--- src/rtl/llg3_timer_unit_if.sv ---
// Nibble-wide Saturn bus window for one timer unit.
// The bus master drives strobes, offset and write data; the timer returns registered read data.
interface llg3_timer_unit_if;
  logic       read_in;
  logic       write_in;
  logic [3:0] addr_in;
  logic [3:0] data_in;
  logic [3:0] data_o;

  modport master (output read_in, write_in, addr_in, data_in, input data_o);
  modport slave  (input read_in, write_in, addr_in, data_in, output data_o);
endinterface

--- src/rtl/llg3_timer_unit.sv ---
// Memory-mapped countdown timer: decrements on each 512 Hz strobe while running,
// and flags underflow through a gated, registered level interrupt.
module llg3_timer_unit #(
  parameter int unsigned CNT_NIBBLES = 5
) (
  input  logic                    clk_in,
  input  logic                    reset_n_in,
  input  logic                    clk_512Hz_in,
  input  logic                    irq_enabled_in,
  llg3_timer_unit_if.slave        bus,
  output logic                    irq_o
);
  localparam int unsigned CW       = 4 * CNT_NIBBLES;
  localparam logic [3:0]  CTRL_OFS = 4'h8;
  localparam logic [3:0]  CNT_BASE = 4'h9;

  logic [CW-1:0] cnt_q, cnt_d;
  logic [CW-5:0] snap_q, snap_d;
  logic          run_q, run_d;
  logic          ie_q, ie_d;
  logic          uf_q, uf_d;
  logic [3:0]    data_q, data_d;
  logic          irq_q, irq_d;
  logic          tick;

  // Any write, mapped or not, swallows a coincident tick completely.
  assign tick = clk_512Hz_in & run_q & ~bus.write_in;

  always_comb begin
    cnt_d  = cnt_q;
    snap_d = snap_q;
    run_d  = run_q;
    ie_d   = ie_q;
    uf_d   = uf_q;
    data_d = '0;
    irq_d  = uf_q & ie_q & irq_enabled_in;

    if (tick) begin
      cnt_d = cnt_q - CW'(1);
      if (cnt_q == '0) begin
        uf_d = 1'b1;
      end
    end

    if (bus.write_in) begin
      if (bus.addr_in == CTRL_OFS) begin
        run_d = bus.data_in[0];
        ie_d  = bus.data_in[1];
        if (!bus.data_in[2]) begin
          uf_d = 1'b0;
        end
      end
      for (int unsigned i = 0; i < CNT_NIBBLES; i++) begin
        if (bus.addr_in == 4'(CNT_BASE + i)) begin
          cnt_d[i*4 +: 4] = bus.data_in;
        end
      end
    end

    // Only the upper nibbles are snapshotted; offset 0x9 itself always reads live.
    if (bus.read_in && bus.addr_in == CNT_BASE) begin
      snap_d = cnt_q[CW-1:4];
    end

    if (bus.addr_in == CTRL_OFS) begin
      data_d = {1'b0, uf_q, ie_q, run_q};
    end else if (bus.addr_in == CNT_BASE) begin
      data_d = cnt_q[3:0];
    end else begin
      for (int unsigned i = 1; i < CNT_NIBBLES; i++) begin
        if (bus.addr_in == 4'(CNT_BASE + i)) begin
          data_d = snap_q[(i-1)*4 +: 4];
        end
      end
    end
  end

  always_ff @(posedge clk_in or negedge reset_n_in) begin
    if (!reset_n_in) begin
      cnt_q  <= '0;
      snap_q <= '0;
      run_q  <= 1'b0;
      ie_q   <= 1'b0;
      uf_q   <= 1'b0;
      data_q <= '0;
      irq_q  <= 1'b0;
    end else begin
      cnt_q  <= cnt_d;
      snap_q <= snap_d;
      run_q  <= run_d;
      ie_q   <= ie_d;
      uf_q   <= uf_d;
      data_q <= data_d;
      irq_q  <= irq_d;
    end
  end

  assign bus.data_o = data_q;
  assign irq_o      = irq_q;
endmodule

--- src/flat_wrapper.sv ---
// flat-port wrapper written by rule: the top's interface ports become plain ports
module llg3_timer_unit_flat 
#(
  parameter int unsigned CNT_NIBBLES = 5
)
  (clk_in, reset_n_in, clk_512Hz_in, irq_enabled_in, irq_o, bus_read_in, bus_write_in, bus_addr_in, bus_data_in, bus_data_o);
  llg3_timer_unit_if bus_i ();
  input  logic clk_in;
  input  logic reset_n_in;
  input  logic clk_512Hz_in;
  input  logic irq_enabled_in;
  output logic irq_o;
  input wire logic [$bits(bus_i.read_in)-1:0] bus_read_in;
  input wire logic [$bits(bus_i.write_in)-1:0] bus_write_in;
  input wire logic [$bits(bus_i.addr_in)-1:0] bus_addr_in;
  input wire logic [$bits(bus_i.data_in)-1:0] bus_data_in;
  output wire logic [$bits(bus_i.data_o)-1:0] bus_data_o;
  assign bus_i.read_in = bus_read_in;
  assign bus_i.write_in = bus_write_in;
  assign bus_i.addr_in = bus_addr_in;
  assign bus_i.data_in = bus_data_in;
  assign bus_data_o = bus_i.data_o;
  llg3_timer_unit #(.CNT_NIBBLES(CNT_NIBBLES)) u_core (.clk_in(clk_in), .reset_n_in(reset_n_in), .clk_512Hz_in(clk_512Hz_in), .irq_enabled_in(irq_enabled_in), .bus(bus_i), .irq_o(irq_o));
endmodule
--- config.mk ---
export PLATFORM = sky130hd
export DESIGN_NAME = llg3_timer_unit_flat
export DESIGN_NICKNAME = d
export VERILOG_FILES = /design/src/rtl/llg3_timer_unit_if.sv /design/src/rtl/llg3_timer_unit.sv /design/src/flat_wrapper.sv
export SDC_FILE = /design/constraint.sdc
export NUM_CORES = 1
export LEC_CHECK = 0
export ABC_AREA = 1
export ABC_CLOCK_PERIOD_IN_PS = 3100
export BUFFER_PORTS_ARGS = -buffer_cell sky130_fd_sc_hd__buf_2
export CAP_MARGIN = 10
export CORE_ASPECT_RATIO = 1.1
export CORE_MARGIN = 10
export CORE_UTILIZATION = 35
export DETAILED_ROUTE_END_ITERATION = 10
export GPL_ROUTABILITY_DRIVEN = 0
export PLACE_DENSITY = 0.48
export SETUP_SLACK_MARGIN = 0.05
export SLEW_MARGIN = 10
export SYNTH_ARGS = -nofsm -noshare
export SYNTH_HDL_FRONTEND = slang
export SYNTH_SLANG_ARGS = --single-unit
--- constraint.sdc ---
create_clock -name clk_in -period 3.1 [get_ports clk_in]
set_clock_uncertainty 0.1 [all_clocks]
set_input_delay 0.465 -clock clk_in [delete_from_list [all_inputs] [get_ports clk_in]]
set_output_delay 0.465 -clock clk_in [all_outputs]
set_load 0.02 [all_outputs]
==> results of run 1 <==
[cells in the final DEF, fill, tap and decap left out, types with 2 or more instances in the layout]
cell type	Yosys	final
sky130_fd_sc_hd__clkbuf_8	0	5
sky130_fd_sc_hd__nand2_1	85	85
sky130_fd_sc_hd__o21ai_0	11	11
sky130_fd_sc_hd__inv_2	2	2
sky130_fd_sc_hd__nor2_1	44	44
sky130_fd_sc_hd__nand3b_1	2	2
sky130_fd_sc_hd__nor2_2	3	3
sky130_fd_sc_hd__nor3_4	3	3
sky130_fd_sc_hd__inv_1	44	44
sky130_fd_sc_hd__nand2_2	4	4
sky130_fd_sc_hd__nor3_1	2	2
sky130_fd_sc_hd__xor2_1	3	3
sky130_fd_sc_hd__a21oi_1	17	17
sky130_fd_sc_hd__buf_2	0	18
sky130_fd_sc_hd__ha_1	2	2
sky130_fd_sc_hd__nand3_1	23	23
sky130_fd_sc_hd__dfrtp_1	44	44
sky130_fd_sc_hd__nand4_1	5	5
sky130_fd_sc_hd__o21ai_2	16	16
[per-stage QoR]
step,hold WS (ns),worst slack (ns),total power (uW),cells,utilization (%)
floorplan,0.0694,1.55,1160,323,-
global placement,0.367,1.03,1300,423,38.0
detailed placement,0.370,0.982,1300,423,38.0
CTS,0.280,1.29,1750,431,39.6
global route,0.309,1.12,1860,431,39.6
finish,0.234,1.30,1730,431,39.6
[layout make-up]
type                            count  area, sq um
Clock inverter                      2         35.0
Tap cell                           85          106
Clock buffer                        6         72.6
Sequential cell                    44         1100
Fill cell                         754         4180
Timing Repair Buffer               18         90.1
Multi-Input combinational cell    230         1160
Inverter                           46          173
[layer usage]
layer	share of wire, %	wire length (microns)	vias up
met5	0	0	-
met4	1.1	72	0
met3	3.5	223	4
met2	47	3030	31
met1	48	3110	949
li1	-	-	1071
[state kept, by name, summed over array words and instances (netlist names)]
name	flops
u_core.irq_o	1
u_core.run_q	1
u_core.snap_q	16
u_core.ie_q	1
u_core.uf_q	1
u_core.cnt_q	20
u_core.bus.data_o	4
[power by group through the flow]
| stage | combinational (uW) | sequential, uW | clock (uW) |
|---|---|---|---|
| final | 445 | 846 | 441 |
| after global routing | 510 | 867 | 478 |
| after CTS | 451 | 845 | 459 |
| after detailed placement | 449 | 856 | 0 |
| after global placement | 443 | 859 | 0 |
| after floorplan | 328 | 827 | 0 |
[how the worst min path moves through the flow]
| stage | slack (ns) | start | endpoint |
|---|---|---|---|
| 3_3_place_gp | 0.37 | u_core.snap_q[10] | u_core.snap_q[10] |
| 4_1_cts | 0.28 | reset_n_in | u_core.cnt_q[4] |
| 3_5_place_dp | 0.37 | u_core.snap_q[10] | u_core.snap_q[10] |
| 2_1_floorplan | 0.07 | reset_n_in | u_core.bus.data_o[0] |
| 5_1_grt | 0.31 | irq_enabled_in | u_core.irq_o |
| 6_report | 0.23 | reset_n_in | u_core.cnt_q[18] |
[cells by family after synthesis]
kind of cell / share of synthesized area [%]
simple gates: 31.9
xor+xnor: 1.06
mux: 0.405
buf+inv: 8.35
flops: 44.5
compound gates: 12.7
fa+ha+maj: 1.01
[synthesized netlist by cell type, drive strengths merged, types with 2 or more instances]
| master | count |
|---|---|
| nand2 | 89 |
| nor3 | 5 |
| inv | 46 |
| dfrtp | 44 |
| ha | 2 |
| nand4 | 5 |
| xor2 | 3 |
| o21ai | 28 |
| a21oi | 17 |
| nand3 | 24 |
| buf | 3 |
| nor2 | 48 |
| nand3b | 2 |
[worst max-delay path, delay by kind of cell]
family | cells | cell delay (ns)
and+or+nand+nor | 4 | 1.20
buffers and inverters | 2 | 0.14
AOI/OAI and AO/OA | 1 | 0.06
==> results.txt, run 1 <==
----------------------------------------------------
[Power]
  Proportion of power drawn by the clock network ... approximately 26%
  Leak Pwr ... 0.00136 uW
  Cell Pwr Density ... 631 mW/mm^2
  Worst-case vdd ir drop ... 0.248 mV
  Net switching share of the total power ... 35.4%
  Internal ... 1120 uW
  Comb power frac ... about a quarter
  Sequential share of power ... 48.9%
  Net Switching ... 614 uW

[CTS]
  # Post-CTS Setup Buffers ... 0
  Worst-Skew Late Latency ... 0.29 ns
  Clock edge transition at the registers on the reported setup and hold paths ... 0.09 ns
  CTS tree ... yes
  Maximum number of buffers from clock root to sink ... 2
  Number of sinks driven by the clock tree ... 44
  Clock root buffer ... sky130_fd_sc_hd__clkbuf_8
  H-tree depth reported by CTS ... 2
  CTS buffer count ... 5
  Gates resized, CTS repair ... 0
  Hold-fix buffers at CTS ... 0

[Drt]
  Post-detailed-route wirelength per cell ... ~15 microns
  Post-route DRC ... 0
  Iteration count of the initial detailed-routing pass ... 4
  Initial DRC Count ... 153
  Remaining antenna violation count after routing ... 0
  Vias per Instance ... 4.77
  Total number of vias ... 2055
  Wirelength, routed ... about 6400 microns

[STA]
  Max-slew violation count ... 0
  Sum of negative setup slack ... 0 ns
  Worst relative slew slack ... 33.1%
  Worst-Margin Slew ... around 1.0 ns
  Setup repair after global routing missed its margin ... false
  Max Fclk ... 0.554 GHz
  Final critical-path share of the clock period ... about three fifths
  Count of final hold-check violations ... 0
  Setup Viol. Count Final ... 0
  Period minus WS final ... 1.80 ns

[Hold path]
  Class of the most critical hold timing path ... in -> async

[Worst setup path]
  Worst setup path category ... in -> reg
  Biggest fanout along the worst timing path ... 32
  Signal arrival time at the worst endpoint ... 1.87 ns
  Worst setup SP type ... input port
  End point of the critical path ... u_core.snap_q[10]
  Crit path launch ... bus_addr_in[2]
  Worst reg2reg endpoint ... u_core.cnt_q[14]
  Critical R2R Launch ... u_core.cnt_q[0]
  Element type at the critical path end ... flop
  Reg2reg path depth ... 7
  Data required time at the worst endpoint ... 3.17 ns
  Critical path cell sequence ... buf_2 -> inv_1 -> nand2_1 -> nor3_4 -> nand2_2 -> nand2_1 -> o21ai_2
  Standard cell with the maximum stage delay on the critical path ... sky130_fd_sc_hd__nand2_2
  Largest stage delay on the critical path ... 0.48 ns
  R2r setup slk ... 1.31 ns
  Most frequent cell on the critical path ... sky130_fd_sc_hd__nand2_1

[Logic synthesis]
  Sequential share of the synthesized area ... 44.5%
  Count of flip-flops with a built-in enable after synthesis ... 0
  Synth Flop Type ... sky130_fd_sc_hd__dfrtp_1
  Synth warnings ... 0
  Mean instance size in the synthesized netlist ... 7.65 sq um
  Register bit total from synthesis ... between 40 and 50
  Cells after synthesis ... around 320
  Unique masters post-synth ... 28
  Cell Area, Synth ... 0.00247 sq mm
  Biggest area consumer among synthesized cells ... sky130_fd_sc_hd__dfrtp_1
  Async SR Flop Fraction ... 100%
  Share of Yosys cell area claimed by the top area cell type ... 44.5%
  Top area cells in the synthesized netlist ... sky130_fd_sc_hd__dfrtp_1 45%, sky130_fd_sc_hd__nand2_1 13%, sky130_fd_sc_hd__inv_1 6.7%
  Synthesized Nets ... 339

[Final layout]
  Share of cells above drive strength 1 ... 15.9%
  Area Growth Syn to Fin ... 10.9%
  Net count, final ... between 300 and 400
  Final non-filler cell area ... 0.00274 sq mm
  Antenna diode count ... 0

[Floorplan]
  Width of the die ... roughly 100 microns
  Total die area ... 0.0108 sq mm
  Vertical extent of the die ... about 110 microns
  Site row count ... 32
  Number of ports placed on the die boundary ... 19
  Core region area ... 0.00693 sq mm
  Initial cell density of the core ... a little over a third

[Global routing]
  M2 GR Usage ... 19.5%
  Initial antenna violation count ... 0
  GR Layer Usage met1 ... 16.7%
  GR Util met3 ... under 10%
  Most heavily used metal layer in global routing ... met2
  Wire length of the first global-routing pass ... 10700 microns
  Largest net degree at the start of global routing ... 45
  Residual overflow from global routing ... 0
  GR Util All Layers ... 12.4%
  Via count of the first global-routing pass ... 2041

[Run]
  Max Cap Viol ... 0

[Place]
  Buffers added on ports ... 18
  Area after DPL ... roughly 0.0026 sq mm
  Sum of net half-perimeters after detailed placement ... 4970 microns

[Status]
  Run status ... complete, no violations

----------------------------------------------------
Power figures use the tool's default switching activity.
==> run 2: changes to the inputs <==
--- a/config.mk
+++ b/config.mk
@@ -6,7 +6,7 @@
 export NUM_CORES = 1
 export LEC_CHECK = 0
 export ABC_AREA = 1
-export ABC_CLOCK_PERIOD_IN_PS = 3100
+export ABC_CLOCK_PERIOD_IN_PS = 1700
 export BUFFER_PORTS_ARGS = -buffer_cell sky130_fd_sc_hd__buf_2
 export CAP_MARGIN = 10
 export CORE_ASPECT_RATIO = 1.1
==> constraint.sdc (replaced) <==
create_clock -name clk_in -period 1.7 [get_ports clk_in]
set_clock_uncertainty 0.1 [all_clocks]
set_input_delay 0.255 -clock clk_in [delete_from_list [all_inputs] [get_ports clk_in]]
set_output_delay 0.255 -clock clk_in [all_outputs]
set_load 0.02 [all_outputs]
==> run 2 against run 1 <==
Effect of this change:
- critical path depth did not move
- worst hold slack lost 0.14 ns
- flip-flop and latch count is the same
- design area rose by 8.4%
- critical path type is now reg -> reg
- count of clock-buffer cells in the layout unchanged
- first-iteration DRC count is 32% lower
- largest power group unchanged
- sequential power is 83% higher
- global-route usage is 0.61 points higher
- highest routed layer unchanged
- die area stayed put
- total power rose by 96%
- clock power increased by 85%
==> results.txt, run 2 (synthesis results as in run 1) <==
----------------------------------------------------
[Floorplan]
  Width of the die ... 100 microns (unchanged)
  Vertical extent of the die ... 108 microns (unchanged)
  Number of ports placed on the die boundary ... 19 (unchanged)
  Total die area ... 0.0108 sq mm (unchanged)
  Initial cell density of the core ... 35.7% (unchanged)
  Site row count ... 32 (unchanged)
  Core region area ... 0.00693 sq mm (unchanged)

[Drt]
  Total number of vias ... 2133 (+3.8%)
  Post-route DRC ... 0 (unchanged)
  Initial DRC Count ... 104 (-32%)
  Remaining antenna violation count after routing ... 0 (unchanged)
  Post-detailed-route wirelength per cell ... 14.8 microns (-0.67%)
  Wl on met1 ... 3190 microns (+2.7%)
  Top layer reached by signal wires ... met4
  WL met3 ... 235 microns (+5.4%)
  Wirelength, routed ... 6700 microns (+4.2%)
  Vias per Instance ... 4.72 (-1.0%)
  Length of routed met2 wiring ... 3220 microns (+6.1%)
  Iteration count of the initial detailed-routing pass ... 4 (unchanged)

[Worst setup path]
  Cell family contributing the most delay on the critical path ... simple AND/OR/NAND/NOR gates
  Worst setup SP type ... flop
  Critical path cell sequence ... nand2_2 -> nor2_4 -> nand3_4 -> nor2_1 -> nand3_1 -> nand3_1 -> o21ai_0
  Critical R2R Launch ... u_core.run_q
  Signal arrival time at the worst endpoint ... 1.61 ns (-0.26 ns)
  Data required time at the worst endpoint ... 1.76 ns (-1.41 ns)
  Standard cell with the maximum stage delay on the critical path ... sky130_fd_sc_hd__dfrtp_1
  Crit path launch ... u_core.run_q
  Biggest fanout along the worst timing path ... 7 (-78%)
  Largest stage delay on the critical path ... 0.37 ns (-0.11 ns)
  Buffering stage count on the worst path with inverters included ... 0 (-2)
  Most frequent cell on the critical path ... sky130_fd_sc_hd__nand3_1
  Worst setup path category ... reg -> reg
  Element type at the critical path end ... flop

[Hold path]
  Class of the most critical hold timing path ... in -> reg
  Worst hold start ... irq_enabled_in

[STA]
  Worst hold slack across all endpoints ... 0.0964 ns (-0.138 ns)
  Max Fclk ... 0.647 GHz
  Worst relative slew slack ... 73.0% (+40 points)
  Setup repair after global routing missed its margin ... true
  Setup Viol. Count Final ... 0 (unchanged)
  Worst-Margin Slew ... 0.405 ns (-0.598 ns)
  Final critical-path share of the clock period ... 90.9%
  Count of final hold-check violations ... 0 (unchanged)
  Max-slew violation count ... 0 (unchanged)
  Period minus WS final ... approximately 1.5 ns
  Sum of negative setup slack ... 0 ns (unchanged)

[Place]
  Sum of net half-perimeters after detailed placement ... 5230 microns (+5.2%)
  Area after DPL ... 0.00278 sq mm (+5.3%)
  Buffers added on ports ... 18 (unchanged)

[Final layout]
  Final non-filler cell area ... 0.00297 sq mm (+8.4%)
  Largest register by flop count ... u_core.cnt_q
  Commonest cells after routing, fill and taps aside ... 83 x sky130_fd_sc_hd__nand2_1, 42 x sky130_fd_sc_hd__inv_1, 42 x sky130_fd_sc_hd__dfrtp_1, 38 x sky130_fd_sc_hd__nor2_1, 22 x sky130_fd_sc_hd__nand3_1
  Most common cell after layout, fill and taps aside ... sky130_fd_sc_hd__nand2_1
  Net count, final ... 382 (+5.8%)
  Flip-flop count of the largest register after layout ... 20 (unchanged)
  Antenna diode count ... 0 (unchanged)
  Share of cells above drive strength 1 ... 24.5% (+8.6 points)
  Total area of multi-input combinational cells ... 0.00122 sq mm (+4.8%)
  Filler cell count ... 733 (-2.8%)
  Sequential standard cell area ... 0.00110 sq mm (+0.23%)
  Area Growth Syn to Fin ... 20.3%

[CTS]
  CTS tree ... yes
  Number of sinks driven by the clock tree ... 44 (unchanged)
  Worst-Skew Late Latency ... 0.30 ns (about the same)
  Clock root buffer ... sky130_fd_sc_hd__clkbuf_8
  CTS buffer count ... 5 (unchanged)
  Clock edge transition at the registers on the reported setup and hold paths ... 0.09 ns (about the same)
  Maximum number of buffers from clock root to sink ... 2 (unchanged)
  H-tree depth reported by CTS ... 2 (unchanged)

[Global routing]
  Initial antenna violation count ... 0 (unchanged)
  Wire length of the first global-routing pass ... 11200 microns (+4.7%)
  Via count of the first global-routing pass ... 2194 (+7.5%)
  Largest net degree at the start of global routing ... 45 (unchanged)
  GR Util All Layers ... 13.0% (+0.61 points)
  Residual overflow from global routing ... 0 (unchanged)

[Power]
  Worst-case vdd ir drop ... 0.432 mV (+74%)
  Cell Pwr Density ... 1140 mW/mm^2 (+80%)
  Leak Pwr ... 0.00147 uW (+7.9%)

[Run]
  Max Cap Viol ... 0 (unchanged)

[Status]
  Run status ... complete, no violations

----------------------------------------------------
## run 2: final timing paths
| kind | end | slack (ns) | cells after the start |
|---|---|---|---|
| min in group asynchronous | u_core.cnt_q[1] | 0.36 | 3 |
| max reg2reg | u_core.cnt_q[13] | 0.15 | 7 |
| max in group asynchronous | u_core.cnt_q[5] | 0.91 | 3 |
| min reg2reg | u_core.snap_q[7] | 0.39 | 2 |
| min | u_core.irq_o | 0.1 | 2 |
| max | u_core.cnt_q[13] | 0.15 | 7 |
## run 2: worst register-to-register path, cell delays in order, from the launching register on
cell and delay, ns:
sky130_fd_sc_hd__dfrtp_1 0.37, sky130_fd_sc_hd__nand2_2 0.08, sky130_fd_sc_hd__nor2_4 0.21, sky130_fd_sc_hd__nand3_4 0.16
sky130_fd_sc_hd__nor2_1 0.19, sky130_fd_sc_hd__nand3_1 0.10, sky130_fd_sc_hd__nand3_1 0.08, sky130_fd_sc_hd__o21ai_0 0.11
## run 2: power by group
part	internal, uW	leakage, uW	total, uW	switching (uW)
registers	1330	0.000519	1550	221
logic	420	0.000892	1020	604
clock network	437	0.0000552	817	380
total	2180	0.00147	3390	1210
## run 2: metal layers
layer	GRT usage [%]	up-vias
met4	3.23	0
met2	21.6	25
met3	2.74	6
met1	16.9	988
li1	-	1114
met5	0	-
## run 2: area by class of cell
| class | instances | area share (%) |
|---|---|---|
| Inverter | 46 | 5.81 |
| Clock inverter | 2 | 1.18 |
| Sequential cell | 44 | 37.1 |
| Tap cell | 85 | 3.58 |
| Timing Repair Buffer | 39 | 8.83 |
| Multi-Input combinational cell | 230 | 41.1 |
| Clock buffer | 6 | 2.44 |
## run 2: timing repair
item | in CTS | in global routing
buffers inserted | 1 | 2
pin swaps | 1 | 7
resized for setup | 1 | 18
endpoints found under the setup margin | 1 | 13
endpoints found under the hold margin | 44 | 0
hold buffers | 1 | 0
## run 2: metrics by stage
step           setup slack [ns]  total power (uW)  utilization, %  cells
2_1_floorplan             0.254              2110               -    323
3_3_place_gp             0.0684              2490            40.1    440
3_5_place_dp             0.0446              2500            40.1    440
4_1_cts                  0.0515              3320            41.9    450
5_1_grt                  0.0308              3620            42.9    452
6_report                  0.154              3390            42.9    452
==> run 3: changes to the inputs <==
--- a/config.mk
+++ b/config.mk
@@ -9,12 +9,14 @@
 export ABC_CLOCK_PERIOD_IN_PS = 1700
 export BUFFER_PORTS_ARGS = -buffer_cell sky130_fd_sc_hd__buf_2
 export CAP_MARGIN = 10
+export CELL_PAD_IN_SITES_DETAIL_PLACEMENT = 1
+export CELL_PAD_IN_SITES_GLOBAL_PLACEMENT = 1
 export CORE_ASPECT_RATIO = 1.1
 export CORE_MARGIN = 10
 export CORE_UTILIZATION = 35
 export DETAILED_ROUTE_END_ITERATION = 10
 export GPL_ROUTABILITY_DRIVEN = 0
-export PLACE_DENSITY = 0.48
+export PLACE_DENSITY = 0.62
 export SETUP_SLACK_MARGIN = 0.05
 export SLEW_MARGIN = 10
 export SYNTH_ARGS = -nofsm -noshare
==> run 3 against run 2 <==
Effect of this change:
- clock power decreased by 1%
- critical path type unchanged
- critical endpoint is now u_core.uf_q
- largest cell class unchanged
- design area decreased by 1.1%
- worst hold slack improved by 0.0021 ns
- highest routed layer unchanged
==> results.txt, run 3 (synthesis results as in run 1) <==
----------------------------------------------------
[Status]
  Run status ... complete, no violations

[Global routing]
  Residual overflow from global routing ... 0 (unchanged)
  Via count of the first global-routing pass ... 2299 (+4.8%)
  Largest net degree at the start of global routing ... 45 (unchanged)
  Wire length of the first global-routing pass ... 12000 microns (+7.2%)
  GR Util All Layers ... 13.9% (+0.83 points)
  Initial antenna violation count ... 0 (unchanged)

[Final layout]
  Filler cell count ... 882 (+20%)
  Sequential standard cell area ... 0.00110 sq mm (-0.23%)
  Area Growth Syn to Fin ... 18.9%
  Total area of multi-input combinational cells ... 0.00121 sq mm (-1.1%)
  Final non-filler cell area ... 0.00294 sq mm (-1.1%)
  Largest register by flop count ... u_core.cnt_q
  Flip-flop count of the largest register after layout ... 20 (unchanged)
  Most common cell after layout, fill and taps aside ... sky130_fd_sc_hd__nand2_1
  Net count, final ... 378 (-1.0%)
  Commonest cells after routing, fill and taps aside ... 85 x sky130_fd_sc_hd__nand2_1, 44 x sky130_fd_sc_hd__dfrtp_1, 42 x sky130_fd_sc_hd__inv_1, 36 x sky130_fd_sc_hd__nor2_1, 22 x sky130_fd_sc_hd__nand3_1
  Count of placed standard cells in the final layout, fillers left out ... 448 (-0.88%)
  Antenna diode count ... 0 (unchanged)
  Share of cells above drive strength 1 ... 22.9% (-1.7 points)

[Place]
  Placed Cells incl. Taps ... 439 (-0.23%)
  Buffers added on ports ... 18 (unchanged)
  Area after DPL ... 0.00278 sq mm (+0.18%)
  Sum of net half-perimeters after detailed placement ... 5840 microns (+12%)

[Power]
  Worst-case vdd ir drop ... 0.450 mV (+4.3%)
  Leak Pwr ... 0.00145 uW (-1.2%)
  Cell Pwr Density ... 1140 mW/mm^2 (+0.48%)
  Total design power ... 3370 uW (-0.66%)

[Floorplan]
  Width of the die ... 100 microns (unchanged)
  Core region area ... 0.00693 sq mm (unchanged)
  Site row count ... 32 (unchanged)
  Total die area ... 0.0108 sq mm (unchanged)
  Vertical extent of the die ... 108 microns (unchanged)
  Number of ports placed on the die boundary ... 19 (unchanged)
  Initial cell density of the core ... 35.7% (unchanged)

[CTS]
  Worst-Skew Late Latency ... 0.30 ns (about the same)
  CTS tree ... yes
  H-tree depth reported by CTS ... 2 (unchanged)
  Maximum number of buffers from clock root to sink ... 2 (unchanged)
  Clock root buffer ... sky130_fd_sc_hd__clkbuf_8
  Clock edge transition at the registers on the reported setup and hold paths ... 0.08 ns (about the same)
  Number of sinks driven by the clock tree ... 44 (unchanged)
  CTS buffer count ... 5 (unchanged)

[Drt]
  Post-route DRC ... 0 (unchanged)
  Vias per Instance ... 4.88 (+3.5%)
  Post-detailed-route wirelength per cell ... 16.3 microns (+10%)
  Total number of vias ... 2188 (+2.6%)
  Initial DRC Count ... 122 (+17%)
  Iteration count of the initial detailed-routing pass ... 6 (+2)
  Remaining antenna violation count after routing ... 0 (unchanged)
  Wirelength, routed ... 7310 microns (+9.1%)

[Worst setup path]
  Biggest fanout along the worst timing path ... 4 (-3)
  Largest stage delay on the critical path ... 0.43 ns (+0.06 ns)
  Data required time at the worst endpoint ... 1.82 ns (+0.06 ns)
  Standard cell with the maximum stage delay on the critical path ... sky130_fd_sc_hd__dfrtp_1
  Signal arrival time at the worst endpoint ... 1.68 ns (+0.07 ns)
  Critical path cell sequence ... nor2_1 -> inv_1 -> nor3_1 -> nand3b_1 -> a21oi_1
  Worst setup path category ... reg -> reg
  Worst setup SP type ... flop
  Element type at the critical path end ... flop

[STA]
  Worst-Margin Slew ... 0.364 ns (-0.0412 ns)
  Sum of negative setup slack ... 0 ns (unchanged)
  Final critical-path share of the clock period ... 91.4% (+0.45 points)
  Max Fclk ... 0.644 GHz (-0.49%)
  Setup Viol. Count Final ... 0 (unchanged)
  Setup repair after global routing missed its margin ... true
  Worst relative slew slack ... 75.6% (+2.6 points)
  Period minus WS final ... 1.55 ns (+0.00763 ns)
  Worst hold slack across all endpoints ... 0.0985 ns (+0.00212 ns)
  Count of final hold-check violations ... 0 (unchanged)
  Max-slew violation count ... 0 (unchanged)

[Hold path]
  Class of the most critical hold timing path ... in -> reg

[Run]
  Max Cap Viol ... 0 (unchanged)

----------------------------------------------------
## run 3: path summary, 6_finish.rpt
check,from,end,slack [ns],cells past startpoint
worst max-delay path,u_core.cnt_q[10],u_core.uf_q,0.15,5
worst min-delay path,irq_enabled_in,u_core.irq_o,0.1,2
worst max register to register,u_core.cnt_q[10],u_core.uf_q,0.15,5
worst min register to register,u_core.snap_q[8],u_core.snap_q[8],0.39,2
max in group asynchronous,reset_n_in,u_core.snap_q[2],0.91,3
min in group asynchronous,reset_n_in,u_core.bus.data_o[0],0.37,3
## run 3: layout make-up
| cell class | instances | area share, % |
|---|---|---|
| Clock inverter | 2 | 1.19 |
| Timing Repair Buffer | 35 | 8.34 |
| Tap cell | 85 | 3.62 |
| Inverter | 46 | 5.87 |
| Multi-Input combinational cell | 230 | 41.1 |
| Clock buffer | 6 | 2.47 |
| Sequential cell | 44 | 37.4 |
## run 3: through the flow
step	setup slack (ns)	util [%]
6_report	0.147	42.4
5_1_grt	0.0299	42.4
4_1_cts	0.0650	41.8
3_5_place_dp	0.0328	40.1
3_3_place_gp	0.0783	40.1
2_1_floorplan	0.254	-
## run 3: worst max-delay path, delay by kind of cell (launching register included)
kind | cells | cell delay (ns)
AND/OR/NAND/NOR | 3 | 0.70
flip-flops | 1 | 0.43
AO/OA/AOI/OAI | 1 | 0.17
buffers and inverters | 1 | 0.08
## run 3: report_power, final
part | internal, uW | total [uW] | switching, uW
clock | 437 | 806 | 370
combinational | 390 | 1010 | 618
sequential | 1320 | 1550 | 230
## run 3: repair_timing
action,4_1_cts,5_1_grt
setup endpoints to repair,0,15
endpoints found under the hold margin,44,0
setup buffers,0,0
gates resized for setup,0,15
hold buffers,1,0
## run 3: metal layers
layer | track usage [%] | wire length, microns
met3 | 2.55 | 282
met2 | 23.2 | 3520
met5 | 0 | 0
met4 | 3.33 | 89
met1 | 18.1 | 3420
